==> src/rtl/posit_mult_scheduler_pkg.sv <==
// posit_mult_pkg: shared definitions for the posit multiplier scheduler.
//   POSIT_N / POSIT_ES : default posit word width and exponent field width
//   ID_W               : tag id width, wide enough for up to 8 requesters
//   tag_t              : {valid, id} entry carried alongside each issued multiply
//   POSIT_ZERO/INF     : the two special posit encodings (32-bit form)
package posit_mult_pkg;

  localparam int POSIT_N  = 32;
  localparam int POSIT_ES = 2;
  localparam int ID_W     = 3;

  localparam logic [31:0] POSIT_ZERO = 32'h0000_0000;
  localparam logic [31:0] POSIT_INF  = 32'h8000_0000;

  typedef struct packed {
    logic            valid;
    logic [ID_W-1:0] id;
  } tag_t;

endpackage

==> src/rtl/posit_mult_scheduler_rr_arbiter.sv <==
// rr_arbiter: round-robin arbiter, one grant per cycle.
//   clk, rst_n : clock, asynchronous active-low reset
//   req        : request vector (already masked by the caller)
//   advance    : the current grant was consumed this cycle; move the pointer
//   grant      : one-hot (or zero) grant
//   grant_id   : binary index of the granted requester
// After reset requester 0 has highest priority; after granting k the search
// starts at (k+1) mod NREQ.
module rr_arbiter #(
  parameter int NREQ = 4
) (
  input  logic                    clk,
  input  logic                    rst_n,
  input  logic [NREQ-1:0]         req,
  input  logic                    advance,
  output logic [NREQ-1:0]         grant,
  output logic [$clog2(NREQ)-1:0] grant_id
);

  localparam int IDW = $clog2(NREQ);

  logic [IDW-1:0] ptr;
  logic [IDW-1:0] cand;
  logic           found;

  always_comb begin
    grant    = '0;
    grant_id = '0;
    found    = 1'b0;
    cand     = '0;
    for (int i = 0; i < NREQ; i++) begin
      cand = IDW'((int'(ptr) + i) % NREQ);
      if (!found && req[cand]) begin
        found    = 1'b1;
        grant    = NREQ'(1) << cand;
        grant_id = cand;
      end
    end
  end

  always_ff @(posedge clk or negedge rst_n) begin
    if (!rst_n) begin
      ptr <= '0;
    end else if (advance) begin
      ptr <= (grant_id == IDW'(NREQ - 1)) ? '0 : grant_id + 1'b1;
    end
  end

endmodule

==> src/rtl/posit_mult_scheduler.sv <==
// posit_mult_scheduler: shares one pipelined posit multiplier between NREQ
// requesters and routes each result back to the requester that issued it.
//   clk, rst_n                     : clock, asynchronous active-low reset
//   req_valid/req_ready            : per-requester handshake (ready is combinational)
//   req_in1/req_in2                : packed operands, requester k at [k*N +: N]
//   hold                           : blocks new grants, in-flight work continues
//   mult_start/mult_in1/mult_in2   : issue port to the multiplier
//   mult_result/inf/zero/done      : multiplier outputs, done LATENCY cycles after start
//   resp_valid                     : one-hot strobe to the owning requester
//   resp_result/resp_inf/resp_zero : shared result bus, holds last value
//   busy                           : operations in flight
//   err_sync                       : sticky, mult_done disagreed with the tag pipeline
module posit_mult_scheduler import posit_mult_pkg::*; #(
  parameter int N       = POSIT_N,
  parameter int ES      = POSIT_ES,
  parameter int NREQ    = 4,
  parameter int LATENCY = 1
) (
  input  logic              clk,
  input  logic              rst_n,
  input  logic [NREQ-1:0]   req_valid,
  output logic [NREQ-1:0]   req_ready,
  input  logic [NREQ*N-1:0] req_in1,
  input  logic [NREQ*N-1:0] req_in2,
  input  logic              hold,
  output logic              mult_start,
  output logic [N-1:0]      mult_in1,
  output logic [N-1:0]      mult_in2,
  input  logic [N-1:0]      mult_result,
  input  logic              mult_inf,
  input  logic              mult_zero,
  input  logic              mult_done,
  output logic [NREQ-1:0]   resp_valid,
  output logic [N-1:0]      resp_result,
  output logic              resp_inf,
  output logic              resp_zero,
  output logic              busy,
  output logic              err_sync
);

  localparam int IDW = $clog2(NREQ);
  localparam int CW  = $clog2(LATENCY + 2) + 1;
  localparam bit ES_OK = (ES >= 0) && (ES < N);
  localparam logic [N-1:0] WORD_RST = ES_OK ? N'(POSIT_ZERO) : '0;

  logic [NREQ-1:0] grant;
  logic [IDW-1:0]  grant_id;
  logic            fire;
  logic [N-1:0]    op1, op2;
  logic            vld_p0;
  logic [IDW-1:0]  id_p0;
  tag_t            tag_p1 [LATENCY];
  tag_t            tail;
  logic [NREQ-1:0] resp_sel;
  logic [CW-1:0]   inflight;

  rr_arbiter #(.NREQ(NREQ)) u_arb (
    .clk      (clk),
    .rst_n    (rst_n),
    .req      (req_valid & {NREQ{~hold}}),
    .advance  (fire),
    .grant    (grant),
    .grant_id (grant_id)
  );

  // Ready is forced low while reset is asserted.
  assign req_ready = grant & {NREQ{rst_n}};
  assign fire      = |req_ready;

  always_comb begin
    op1 = '0;
    op2 = '0;
    for (int k = 0; k < NREQ; k++) begin
      if (grant[k]) begin
        op1 = req_in1[k*N +: N];
        op2 = req_in2[k*N +: N];
      end
    end
  end

  // Stage p0: issue register feeding the multiplier.
  always_ff @(posedge clk or negedge rst_n) begin
    if (!rst_n) begin
      vld_p0   <= 1'b0;
      id_p0    <= '0;
      mult_in1 <= WORD_RST;
      mult_in2 <= WORD_RST;
    end else begin
      vld_p0 <= fire;
      if (fire) begin
        id_p0    <= grant_id;
        mult_in1 <= op1;
        mult_in2 <= op2;
      end
    end
  end

  assign mult_start = vld_p0;

  // Stage p1: LATENCY-deep tag shift register; the tail lines up with mult_done.
  always_ff @(posedge clk or negedge rst_n) begin
    if (!rst_n) begin
      for (int i = 0; i < LATENCY; i++) tag_p1[i] <= '0;
    end else begin
      tag_p1[0] <= {vld_p0, ID_W'(id_p0)};
      for (int i = 1; i < LATENCY; i++) tag_p1[i] <= tag_p1[i-1];
    end
  end

  assign tail = tag_p1[LATENCY-1];

  always_comb begin
    resp_sel = '0;
    for (int k = 0; k < NREQ; k++) begin
      resp_sel[k] = tail.valid && (tail.id == ID_W'(k));
    end
  end

  // Stage p2: response register, delivery follows the tag even if done disagrees.
  always_ff @(posedge clk or negedge rst_n) begin
    if (!rst_n) begin
      resp_valid  <= '0;
      resp_result <= WORD_RST;
      resp_inf    <= 1'b0;
      resp_zero   <= 1'b0;
    end else begin
      resp_valid <= resp_sel;
      if (tail.valid) begin
        resp_result <= mult_result;
        resp_inf    <= mult_inf;
        resp_zero   <= mult_zero;
      end
    end
  end

  always_ff @(posedge clk or negedge rst_n) begin
    if (!rst_n) begin
      inflight <= '0;
      err_sync <= 1'b0;
    end else begin
      case ({fire, tail.valid})
        2'b10:   inflight <= inflight + 1'b1;
        2'b01:   inflight <= inflight - 1'b1;
        default: inflight <= inflight;
      endcase
      if (mult_done != tail.valid) err_sync <= 1'b1;
    end
  end

  assign busy = (inflight != '0);

endmodule
==> config.mk <==
export PLATFORM = sky130hd
export DESIGN_NAME = posit_mult_scheduler
export DESIGN_NICKNAME = d
export VERILOG_FILES = /design/src/rtl/posit_mult_scheduler_pkg.sv /design/src/rtl/posit_mult_scheduler_rr_arbiter.sv /design/src/rtl/posit_mult_scheduler.sv
export SDC_FILE = /design/constraint.sdc
export NUM_CORES = 1
export LEC_CHECK = 0
export BUFFER_PORTS_ARGS = -buffer_cell sky130_fd_sc_hd__clkbuf_2
export CORE_AREA = 2 2 157 159
export DETAILED_ROUTE_END_ITERATION = 16
export DIE_AREA = 0 0 159 161
export GPL_TIMING_DRIVEN = 1
export PLACE_DENSITY_LB_ADDON = 0.2
export SYNTH_ARGS = -nofsm -noshare
export SYNTH_HDL_FRONTEND = slang
export SYNTH_HIERARCHICAL = 1
export SYNTH_SLANG_ARGS = --single-unit
==> constraint.sdc <==
create_clock -name clk -period 5.15 [get_ports clk]
set_input_delay 0.7725 -clock clk [delete_from_list [all_inputs] [get_ports clk]]
set_output_delay 0.7725 -clock clk [all_outputs]
set_load 0.02 [all_outputs]
Yosys cells after proc, flatten, opt, wreduce, memory -nomap -nowiden
Cells that the tools add are included.
{"block": "totals", "reg_bits": 114, "in_bits": 298, "out_inout_bits": 109, "elab_cells": 80}
{"block": "classes", "add_sub_neg": 6, "order_cmp": 4, "n_eq_ne": 7, "shifts": 4, "n_mux": 29, "bitwise": 3, "n_reduce_logical": 14}
{"operator": "$mux W32", "count": 8}
{"operator": "$mux W4", "count": 4}
{"operator": "$shl A1 B2 Y4 const A", "count": 4}
{"operator": "$lt A2 B3 Y1 const B", "count": 4}
{"operator": "$mux W2", "count": 5}
{"operator": "$and A4 B4 Y4", "count": 2}
{"operator": "$bmux W1 S2", "count": 4}
{"operator": "$eq A2 B2 Y1 const B", "count": 4}
{"operator": "$logic_and A1 B1 Y1", "count": 7}
{"operator": "$mux W1", "count": 7}
{"operator": "$pmux W3 S2", "count": 1}
{"operator": "$add A2 B1 Y2 const B", "count": 2}
{"operator": "$add A2 B2 Y2 const B", "count": 2}
{"operator": "$eq A2 B1 Y1 const B", "count": 2}
{"operator": "$reduce_or A4 Y1", "count": 1}
{"operator": "$add A3 B1 Y3 const B", "count": 1}
{"operator": "$logic_not A1 Y1", "count": 3}
{"operator": "$logic_not A3 Y1", "count": 1}
{"operator": "$reduce_bool A3 Y1", "count": 1}
{"operator": "$sub A3 B1 Y3 const B", "count": 1}
{"operator": "$reduce_bool A2 Y1", "count": 1}
{"operator": "$ne A1 B1 Y1", "count": 1}
{"operator": "$not A1 Y1", "count": 1}

Depth between registers and ports, before layout
Gate-level depths: netlist of the first run.
{"block": "logic_depth", "word_depth": 18, "mapped_depth": 17, "ltp_nobuf": 14}

By module
The synthesis of the first run kept the hierarchy.
{"mod": "posit_mult_scheduler", "instances": 1, "cells_each": 489, "area_each_um2": 5353.9, "seq_area_each_um2": 2802.7}
{"mod": "rr_arbiter", "instances": 1, "cells_each": 54, "area_each_um2": 495.5, "seq_area_each_um2": 50.0}

Worst setup path after synthesis of the first run
Ideal clock, no wire load.
{"block": "synth_timing", "kind": "input port to flip-flop", "from": "in req_valid[2]", "to": "reg inflight[2]", "setup_time_ns": 0.079, "arrival_time_ns": 3.977, "required_time_ns": 5.071, "slack_ns": 1.094, "cell_stages": 15, "n_path_buf": 2, "path_cell_list": "nor2b_1 mux4_1 nor2b_1 and2_1 a22oi_1 o21ai_0 o41ai_4 buf_2 buf_2 ha_1 inv_1 fa_1 xor2_1 nor2_1 xor2_1"}
{"block": "synth_between", "elab_chain_len": 17, "elab_cells_between_ends": 28, "cone_classes": "eq/ne: 2; mux: 16; bitwise: 2; reduce/logical: 8"}
{"element": "start, declared", "line": "posit_mult_scheduler.sv:21", "rtl": "input logic [NREQ-1:0] req_valid,"}
{"element": "$and A4 B4 Y4 (*)", "line": "posit_mult_scheduler.sv:60", "rtl": ".req (req_valid & {NREQ{~hold}}),"}
{"element": "$bmux W1 S2", "line": "posit_mult_scheduler_rr_arbiter.sv:33", "rtl": "if (!found && req[cand]) begin"}
{"element": "$mux W1 (implied by the code)", "line": "posit_mult_scheduler_rr_arbiter.sv:33"}
{"element": "$mux W1", "line": "posit_mult_scheduler_rr_arbiter.sv:33"}
{"element": "$logic_not A1 Y1", "line": "posit_mult_scheduler_rr_arbiter.sv:33"}
{"element": "$logic_and A1 B1 Y1", "line": "posit_mult_scheduler_rr_arbiter.sv:33"}
{"element": "$mux W1", "line": "posit_mult_scheduler_rr_arbiter.sv:33"}
{"element": "$logic_not A1 Y1", "line": "posit_mult_scheduler_rr_arbiter.sv:33"}
{"element": "(+2 left out)"}
{"element": "$logic_not A1 Y1", "line": "posit_mult_scheduler_rr_arbiter.sv:33"}
{"element": "$logic_and A1 B1 Y1", "line": "posit_mult_scheduler_rr_arbiter.sv:33"}
{"element": "$mux W4 (*)", "line": "posit_mult_scheduler_rr_arbiter.sv:33"}
{"element": "via grant[3]", "line": "posit_mult_scheduler.sv:46", "rtl": "logic [NREQ-1:0] grant;"}
{"element": "$and A4 B4 Y4 (*)", "line": "posit_mult_scheduler.sv:67", "rtl": "assign req_ready = grant & {NREQ{rst_n}};"}
{"element": "$reduce_or A4 Y1 (*)", "line": "posit_mult_scheduler.sv:68", "rtl": "assign fire = |req_ready;"}
{"element": "$eq A2 B1 Y1 or $eq A2 B2 Y1 (tied branches)", "line": "posit_mult_scheduler.sv:141", "rtl": "case ({fire, tail.valid})"}
{"element": "$pmux W3 S2 or $reduce_bool A2 Y1 (tied branches)"}
{"element": "end signal, assigned", "line": "posit_mult_scheduler.sv:142", "rtl": "2'b10: inflight <= inflight + 1'b1;"}
{"element": "end signal, assigned", "line": "posit_mult_scheduler.sv:143", "rtl": "2'b01: inflight <= inflight - 1'b1;"}
{"element": "end signal, assigned", "line": "posit_mult_scheduler.sv:144", "rtl": "default: inflight <= inflight;"}
{"element": "end, declared", "line": "posit_mult_scheduler.sv:55", "rtl": "logic [CW-1:0] inflight;"}
Mark *: on every way through the listed nets, which the timed path passes. The rest lies on a longest branch. The select of a mux whose other input is x is not followed.
A chain may end at the register's enable or synchronous reset.

==> flow_metrics.tcl, run 1 <==
set metrics [dict create \
    status "completed" \
    synth_compound_area_frac 0.279 \
    cts_root_buffer "clkbuf_16" \
    postCtsSetupBuffers 0 \
    cts_tree "built" \
    synth_top_family_by_area "compound AO/OA/AOI/OAI gates" \
    grt_pass1_wl_um 35400 \
    dp_cells 1230 \
    gp_congestion 0.829 \
    rows 57 \
    placement.cell_area_um2 8190 \
    synth_edf_count 0 \
    clkTransAtPathRegs_ns 0.06 \
    period_needed_ns 4.45 \
    leakage_nw 4.36 \
    rsz0062_at_grt "no" \
    nets 1230 \
    cts_buffer_depth 2 \
    cp-start-kind "flip-flop" \
    synth_mux_area_frac 0.0911 \
    antenna_found_initial 0 \
    area_growth_pct 50.3 \
    drt-wirelength-per-cell_um 18.3 \
    dp_hpwl_um 17400 \
    setup_viol 0 \
    grt_usage 0.179 \
    hold_viol 0 \
    synth-seq-area-share 0.488 \
    n_antenna_cell 0 \
    core_area_um2 24000 \
    cap_violations 0 \
    yosys.area_share.simple 0.0764 \
    synth_cell_types 42 \
    drtAntennaViolNets 0 \
    initial_utilization 0.244 \
    finalWirelength_um 23100 \
    drt_first_pass_iters 7 \
    vias_per_cell 4.81 \
    synthXorXnorAreaFrac 0.00599 \
    worst_clock_skew_ns 0.00747 \
    fillers 2509 \
    mostFrequentLayoutCell "clkbuf_2" \
    required_ns 4.38 \
    ios 407 \
    insertion_delay_ns 0.42 \
    final_cells 1262 \
    cts-buffers-inserted 17 \
    timing.fmax_mhz 225 \
    dieHeight_um 161 \
    fp.dieW_um 159 \
    synth_fp_nets 848 \
    hp-class "flip-flop to flip-flop" \
    drtIter0Drc 405 \
    post-route-drc-count 0 \
    synthCells 543 \
    path_class "flip-flop to output pin" \
    cp.arrival_ns 3.68 \
    async_flop_share 1.00 \
    relSlewSlack 0.339 \
    avgSynthCellArea_um2 10.8 \
    syn-cell-area_um2 5850 \
    io_buffers 406 \
    end_kind "output pin" \
    power.density_nw_per_um2 788 \
    synthFlopType "dfrtp_1" \
    cts_resized 0 \
    hold_buffers 0 \
    finalCritPeriodShare 0.864 \
    setup_slack_ns 0.700 \
    first_global_vias 6147 \
    design_area_um2 8790 \
    ys_ff_latch 114 \
    ir_worst_vdd_mv 0.622 \
    tns_ns 0 \
    yosys_warnings 6 \
    cp_max_fo 33 \
    grt_overflow 0 \
    drive_above_1_share 0.527 \
    drv_slew 0 \
    fp.dieArea_um2 25600 \
    dr_total_vias 6075 \
    final_cell_mix "405 x clkbuf_2, 113 x dfrtp_1, 67 x nand2_1" \
    synth-adder-area-share 0.0163 \
    grt_start_max_net_pins 132 \
    cts.sink_count 114 \
    h-tree-depth 4 \
    pre_cts_ws_ns 0.832 \
    tightest_slew_ns 0.992 \
]
-- layout make-up --
class / instances / area (um2) / area share
timing repair buffer: 417 / 2140 / 0.244
multi-input combinational: 368 / 2760 / 0.314
clock inverter: 15 / 173 / 0.0196
tap: 324 / 405 / 0.0461
clock buffer: 17 / 425 / 0.0484
sequential: 114 / 2850 / 0.325
inverter: 7 / 26.3 / 0.00299
-- synthesized netlist by cell type (3+ instances only) --
master	instances	area, um2
ha_1	6	75.1
clkbuf_1	29	109
nand2b_1	4	25.0
o31ai_1	63	473
buf_1	5	18.8
and2_1	5	31.3
o21ai_0	7	35.0
o22ai_1	63	394
mux2_2	34	383
nor2b_1	6	37.5
inv_1	6	22.5
buf_2	20	100
nand2_1	67	251
a22oi_1	8	60.1
nor2_1	7	26.3
dfrtp_1	114	2850
a221oi_1	64	561
mux2i_1	3	30.0
-- worst max-delay path: stages (launching register included) --
cell and delay, ns:
dfrtp_1 0.70, inv_1 0.16, ha_1 0.42, mux4_2 0.45
nor2_1 0.21, and2_1 0.23, a22oi_1 0.14, o21ai_4 0.13
buf_4 0.45, and2_1 0.19, clkbuf_2 0.16
-- routing by layer --
metal | global-route usage | vias up | part of all wire | wire (um)
met4 | 0.0624 | 0 | 0.022 | 518
met1 | 0.215 | 2826 | 0.41 | 9570
met3 | 0.0490 | 29 | 0.067 | 1550
li1 | - | 2918 | - | -
met2 | 0.309 | 302 | 0.50 | 11400
met5 | 0 | - | 0 | 0
-- where the power goes --
part / total [W] / switching [W] / internal (W)
Clock: 0.00120 / 0.000473 / 0.000727
Combinational: 0.00412 / 0.00258 / 0.00154
Sequential: 0.00161 / 0.000287 / 0.00132
Total: 0.00693 / 0.00334 / 0.00359
-- logic make-up (layout without fill, tap and decap cells) --
group                    count (synthesis)  after routing
flip-flops                             114            114
AND/OR/NAND/NOR                         98             98
AO/OA/AOI/OAI                          216            216
adder cells (fa/ha/maj)                  7              7
buffers and inverters                   61            456
XOR/XNOR                                 4              4
multiplexers                            43             43
-- sequential cells by signal, summed over array words and instances (netlist names), named ones only --
signal / flops
err_sync: 1
u_arb/ptr: 1
resp_zero: 1
inflight: 3
mult_in2: 32
tag_p1: 3
resp_valid: 4
mult_start: 1
id_p0: 2
mult_in1: 32
resp_inf: 1
resp_result: 32
-- path summary, 6_finish.rpt --
kind | start | endpoint | slack [ns] | depth (start not counted)
setup / recovery | flip-flop | req_ready[1] | 0.70 | 10
setup reg to reg | flip-flop | mult_in2[7]$_DFFE_PN0P_ | 0.81 | 10
max in group asynchronous | rst_n | mult_in1[15]$_DFFE_PN0P_ | 3.98 | 2
hold / removal | id_p0[1]$_DFFE_PN0P_ | tag_p1[1]$_DFF_PN0_ | 0.37 | 0
hold reg to reg | id_p0[1]$_DFFE_PN0P_ | tag_p1[1]$_DFF_PN0_ | 0.37 | 0
min in group asynchronous | rst_n | mult_in2[31]$_DFFE_PN0P_ | 0.65 | 2
-- through the flow --
| stage | util | hold slack, ns | total power, W |
|---|---|---|---|
| 6_report | 0.367 | 0.372 | 0.00693 |
| 5_1_grt | 0.367 | 0.384 | 0.00749 |
| 4_1_cts | 0.367 | 0.375 | 0.00704 |
| 3_5_place_dp | 0.342 | 0.362 | 0.00580 |
| 3_3_place_gp | 0.342 | 0.361 | 0.00578 |
| 2_1_floorplan | - | 0.350 | 0.00444 |
Note: power is estimated with default switching activity, not from simulation.
==> inputs of run 2 (changes only) <==
- CELL_PAD_IN_SITES_DETAIL_PLACEMENT: unset -> 1
- CELL_PAD_IN_SITES_GLOBAL_PLACEMENT: unset -> 2
- CORE_AREA: 2 2 157 159 -> unset
- CORE_ASPECT_RATIO: unset -> 1.4
- CORE_MARGIN: unset -> 2
- CORE_UTILIZATION: unset -> 23
- DIE_AREA: 0 0 159 161 -> unset
==> run 2 against run 1 <==
Worst hold slack got worse by 0.086 ns. Global-route usage rose by 0.84 points. Die area rose by 4.5%. Sequential share of layout area barely moved. Routed wire length rose by 11%. First-iteration DRC count fell by 45%. Non-clock buffer count did not move. Combinational power rose by 2%. Utilization fell by 1.8 points. Cell area did not move. Largest cell class unchanged. Highest routed layer unchanged.
==> flow_metrics.tcl, run 2 (same netlist as run 1, synthesis figures left out) <==
set metrics [dict create \
    io_buffers 406 \
    worst-r2r-setup-slack_ns 0.79 \
    ios 407 \
    dp_hpwl_um 19200 \
    reg2reg_depth 10 \
    first_global_vias 6507 \
    drt-wirelength-per-cell_um 20.4 \
    cts_root_buffer "clkbuf_16" \
    initial_utilization 0.232 \
    final_cell_mix "405 x clkbuf_2, 114 x dfrtp_1, 67 x nand2_1" \
    rsz0062_at_grt "no" \
    n_antenna_cell 0 \
    period_needed_ns 4.49 \
    cap_violations 0 \
    core_area_um2 25200 \
    gp_congestion 0.788 \
    design_area_um2 8790 \
    placement.cell_area_um2 8210 \
    cts_buffer_depth 2 \
    antenna_found_initial 0 \
    grt_start_max_net_pins 132 \
    timing.fmax_mhz 223 \
    cts-buffers-inserted 17 \
    nets 1230 \
    clkTransAtPathRegs_ns 0.06 \
    cp.arrival_ns 3.72 \
    cp_max_fo 36 \
    insertion_delay_ns 0.42 \
    seq_area_um2 2850 \
    grt_pass1_wl_um 38500 \
    fp.dieW_um 139 \
    finalCritPeriodShare 0.873 \
    dr_total_vias 6259 \
    fp.dieArea_um2 26700 \
    drv_slew 0 \
    setup_viol 0 \
    mostFrequentLayoutCell "clkbuf_2" \
    post-route-drc-count 0 \
    drt_first_pass_iters 4 \
    largestRegisters "mult_in1 x32, mult_in2 x32, resp_result x32" \
    tightest_slew_ns 0.915 \
    status "completed" \
    vias_per_cell 4.98 \
    cts.sink_count 114 \
    ir_worst_vdd_mv 0.458 \
    grt_usage 0.187 \
    leakage_nw 4.36 \
    power_w 0.00695 \
    dieHeight_um 193 \
    power.density_nw_per_um2 791 \
    grt_overflow 0 \
    fillers 3010 \
    end_kind "output pin" \
    finalWirelength_um 25600 \
    path_class "flip-flop to output pin" \
    drtAntennaViolNets 0 \
    tns_ns 0 \
    drive_above_1_share 0.523 \
    r2r-end "mult_in2[2]$_DFFE_PN0P_" \
    cts_resized 0 \
    hp-class "primary input to async pin" \
    required_ns 4.38 \
    drtIter0Drc 222 \
    postCtsSetupBuffers 0 \
    multiInputGateArea_um2 2760 \
    area_growth_pct 50.3 \
    rows 69 \
    worst_clock_skew_ns 0.00837 \
    hold_buffers 0 \
    h-tree-depth 4 \
    cp-start-kind "flip-flop" \
    hold_viol 0 \
    cts_tree "built" \
    relSlewSlack 0.384 \
]
## run 2: cell types whose count changed in the layout (fill, tap and decap cells not counted)
| cell | previous run | this run |
|---|---|---|
| buf_12 | 2 | 4 |
| buf_4 | 10 | 8 |
| clkbuf_1 | 0 | 2 |
| clkbuf_8 | 0 | 3 |
| clkinv_2 | 1 | 3 |
| clkinv_4 | 3 | 1 |
| clkinvlp_4 | 2 | 3 |
| dfrtp_1 | 113 | 114 |
| dfrtp_2 | 1 | 0 |
| inv_6 | 5 | 0 |
| inv_8 | 2 | 0 |
## run 2: metal layers
metal  track usage  share of wire  up-vias
met5             0              0        -
met4        0.0649          0.021        0
met3        0.0566          0.070       27
li1              -              -     2920
met2         0.339           0.53      268
met1         0.209           0.38     3044
## run 2: final cells by class
type | instances | area share
clock buffers | 22 | 0.0540
clock inverters | 9 | 0.0121
inverters | 7 | 0.00299
multi-input cells | 368 | 0.314
flip-flops and latches | 114 | 0.325
well taps | 319 | 0.0454
repair buffers | 417 | 0.247
## run 2: worst max-delay path, cell delays in order, from the launching register on
cell	delay [ns]
dfrtp_1	0.70
inv_1	0.18
ha_1	0.43
mux4_2	0.44
nor2_1	0.20
and2_1	0.24
a22oi_1	0.13
o21ai_4	0.15
buf_4	0.43
and2_1	0.19
clkbuf_2	0.17
## run 2: worst max path at each step
stage            startpoint                 endpoint  slack [ns]  depth (start not counted)
3_5_place_dp           hold  inflight[2]$_DFFE_PN0P_        0.78                         14
5_1_grt           flip-flop             req_ready[1]        0.37                         10
2_1_floorplan  req_valid[2]  inflight[2]$_DFFE_PN0P_        1.09                         15
6_report          flip-flop             req_ready[1]        0.66                         10
4_1_cts           flip-flop             req_ready[1]        0.64                         10
3_3_place_gp           hold  inflight[2]$_DFFE_PN0P_        0.91                         14
## run 2: where the power goes
group	total (W)	internal, W	switching [W]	leakage (nW)
Sequential	0.00156	0.00132	0.000231	1.42
Clock	0.00118	0.000745	0.000432	0.278
Combinational	0.00422	0.00156	0.00266	2.66
Total	0.00695	0.00363	0.00332	4.36
## run 2: per-stage QoR
stage / std cells / hold slack [ns] / setup WS, ns / utilization
after floorplan: 543 / 0.350 / 1.09 / -
after detailed placement: 1225 / 0.362 / 0.780 / 0.326
final: 1256 / 0.287 / 0.656 / 0.349
after CTS: 1256 / 0.290 / 0.640 / 0.349
after global placement: 1225 / 0.361 / 0.905 / 0.326
after global routing: 1256 / 0.309 / 0.371 / 0.349
==> inputs of run 3 (changes only) <==
- SYNTH_HIERARCHICAL: 1 -> unset
==> run 3 against run 2 <==
Clock power decreased by 5%. Synthesized cell count increased by 43%. Cell count increased by 23%. Sequential share of layout area decreased by 2.8 points. Largest cell class is now multi-input combinational cells. Highest routed layer unchanged. Combinational power decreased by 5.9%. Count of clock-buffer cells in the layout decreased by 3.
==> flow_metrics.tcl, run 3 <==
set metrics [dict create \
    fin_util 0.332 \
    grt_overflow 0 \
    clkTransAtPathRegs_ns 0.06 \
    final_cell_mix "405 x clkbuf_2, 132 x nand2_1, 114 x dfrtp_1" \
    setup_viol 0 \
    yosys_warnings 0 \
    drive_above_1_share 0.447 \
    synthTopCellsByArea "dfrtp_1 42%, nand2_1 7.4%, a31o_1 6.1%" \
    tightest_slew_ns 0.837 \
    cts_resized 0 \
    gr-usage-met3 0.0567 \
    timing.fmax_mhz 215 \
    relSlewSlack 0.442 \
    postCtsSetupBuffers 0 \
    initial_utilization 0.232 \
    cts_tree "built" \
    synth_cell_types 51 \
    top_usage_layer "met2" \
    gp_congestion 0.805 \
    drt-wirelength-per-cell_um 19.3 \
    yosys.area.top_type_share 0.424 \
    hp-class "primary input to async pin" \
    period_needed_ns 4.65 \
    cts_root_buffer "clkbuf_16" \
    cts.sink_count 114 \
    yosysMostFrequentCell "nand2_1" \
    post-route-drc-count 0 \
    final_cells 1540 \
    cts_buffer_depth 2 \
    grt_pass1_wl_um 44300 \
    syn-cell-area_um2 6730 \
    grt_start_max_net_pins 79 \
    cp_max_fo 65 \
    met2_usage 0.348 \
    dieHeight_um 206 \
    mostFrequentLayoutCell "clkbuf_2" \
    cp-start-kind "flip-flop" \
    rsz0062_at_grt "no" \
    antenna_found_initial 2 \
    nets 1451 \
    cap_violations 0 \
    drv_slew 0 \
    synth_edf_count 0 \
    synth_common_cells "132 x nand2_1, 114 x dfrtp_1, 80 x nor2_1" \
    hold_buffers 0 \
    drtIter0Drc 196 \
    fp.dieArea_um2 30700 \
    dp_hpwl_um 22400 \
    ys_ff_latch 114 \
    grt_usage 0.189 \
    synth_top_area_cell "dfrtp_1" \
    required_ns 4.38 \
    rows 74 \
    core_area_um2 29000 \
    worst_clock_skew_ns 0.00558 \
    first_global_vias 7847 \
    insertion_delay_ns 0.42 \
    use_met1 0.203 \
    io_buffers 406 \
    area_growth_pct 43.1 \
    synthFlopType "dfrtp_1" \
    dp_cells 1505 \
    hold_viol 0 \
    status "completed" \
    power.density_nw_per_um2 699 \
    synthCells 779 \
    dr_total_vias 7342 \
    drtAntennaViolNets 0 \
    cts-buffers-inserted 17 \
    end_kind "output pin" \
    tns_ns 0 \
    h-tree-depth 4 \
    vias_per_cell 4.77 \
    ir_worst_vdd_mv 0.338 \
    avgSynthCellArea_um2 8.64 \
    ios 407 \
    synth-seq-area-share 0.424 \
    design_area_um2 9630 \
    reg2reg_depth 13 \
    drt_first_pass_iters 4 \
    fp.dieW_um 149 \
    placement.cell_area_um2 9070 \
    synth_fp_nets 1086 \
    finalCritPeriodShare 0.903 \
    leakage_nw 4.43 \
    fillers 3563 \
    cp.arrival_ns 3.88 \
    async_flop_share 1.00 \
    path_class "flip-flop to output pin" \
    largestRegisters "mult_in1 x32, mult_in2 x32, resp_result x32" \
    finalWirelength_um 29700 \
]
run 3: layer usage:
| layer | vias up | part of all wire | wire length (um) |
|---|---|---|---|
| met4 | 0 | 0.025 | 747 |
| met1 | 3488 | 0.39 | 11400 |
| met3 | 42 | 0.073 | 2160 |
| li1 | 3528 | - | - |
| met2 | 284 | 0.52 | 15300 |
| met5 | - | 0 | 0 |
run 3: layout make-up:
| class | count | area, um2 | area share |
|---|---|---|---|
| Antenna cell | 3 | 7.51 | 0.000779 |
| Clock buffer | 19 | 453 | 0.0470 |
| Clock inverter | 13 | 103 | 0.0107 |
| Inverter | 10 | 40.0 | 0.00416 |
| Multi-Input combinational cell | 582 | 3520 | 0.365 |
| Sequential cell | 114 | 2850 | 0.296 |
| Tap cell | 380 | 475 | 0.0494 |
| Timing Repair Buffer | 419 | 2180 | 0.227 |
run 3: power by group:
group / internal [W] / leakage, nW / switching, W
clock network: 0.000645 / 0.255 / 0.000477
logic: 0.00149 / 2.84 / 0.00248
registers: 0.00137 / 1.34 / 0.000267
total: 0.00351 / 4.43 / 0.00322
run 3: per-stage QoR:
stage	setup WS [ns]	hold WS, ns	total power (W)
after floorplan	1.36	0.354	0.00439
after global placement	1.00	0.361	0.00565
final	0.500	0.337	0.00674
after detailed placement	0.945	0.359	0.00572
after CTS	0.461	0.330	0.00688
after global routing	0.265	0.353	0.00731
run 3: logic make-up after synthesis:
kind of cell | Yosys count | synth area share
adders and majority gates | 9 | 0.0178
AOI/OAI and AO/OA | 225 | 0.233
and+or+nand+nor | 302 | 0.192
DFF | 114 | 0.424
muxes | 41 | 0.0677
buffers and inverters | 83 | 0.0587
xor gates and xnor gates | 5 | 0.00651
run 3: worst max-delay path, cell delays in order, from the launching register on:
cell and delay (ns):
dfrtp_1 0.59, inv_1 0.22, ha_1 0.48, or3b_1 0.44, a2111o_1 0.49, a21o_1 0.23
o41ai_4 0.07, buf_4 0.64, nor2_1 0.08, clkbuf_2 0.18
run 3: worst paths after layout:
check	start	endpoint	slack, ns
setup / recovery	flip-flop	req_ready[1]	0.50
hold / removal	rst_n	mult_in1[31]$_DFFE_PN0P_	0.34
setup reg to reg	flip-flop	inflight[2]$_DFFE_PN0P_	0.91
hold reg to reg	mult_start$_DFF_PN0_	tag_p1[3]$_DFF_PN0_	0.38
max in group asynchronous	rst_n	resp_result[11]$_DFFE_PN0P_	3.82
min in group clk	mult_start$_DFF_PN0_	tag_p1[3]$_DFF_PN0_	0.38
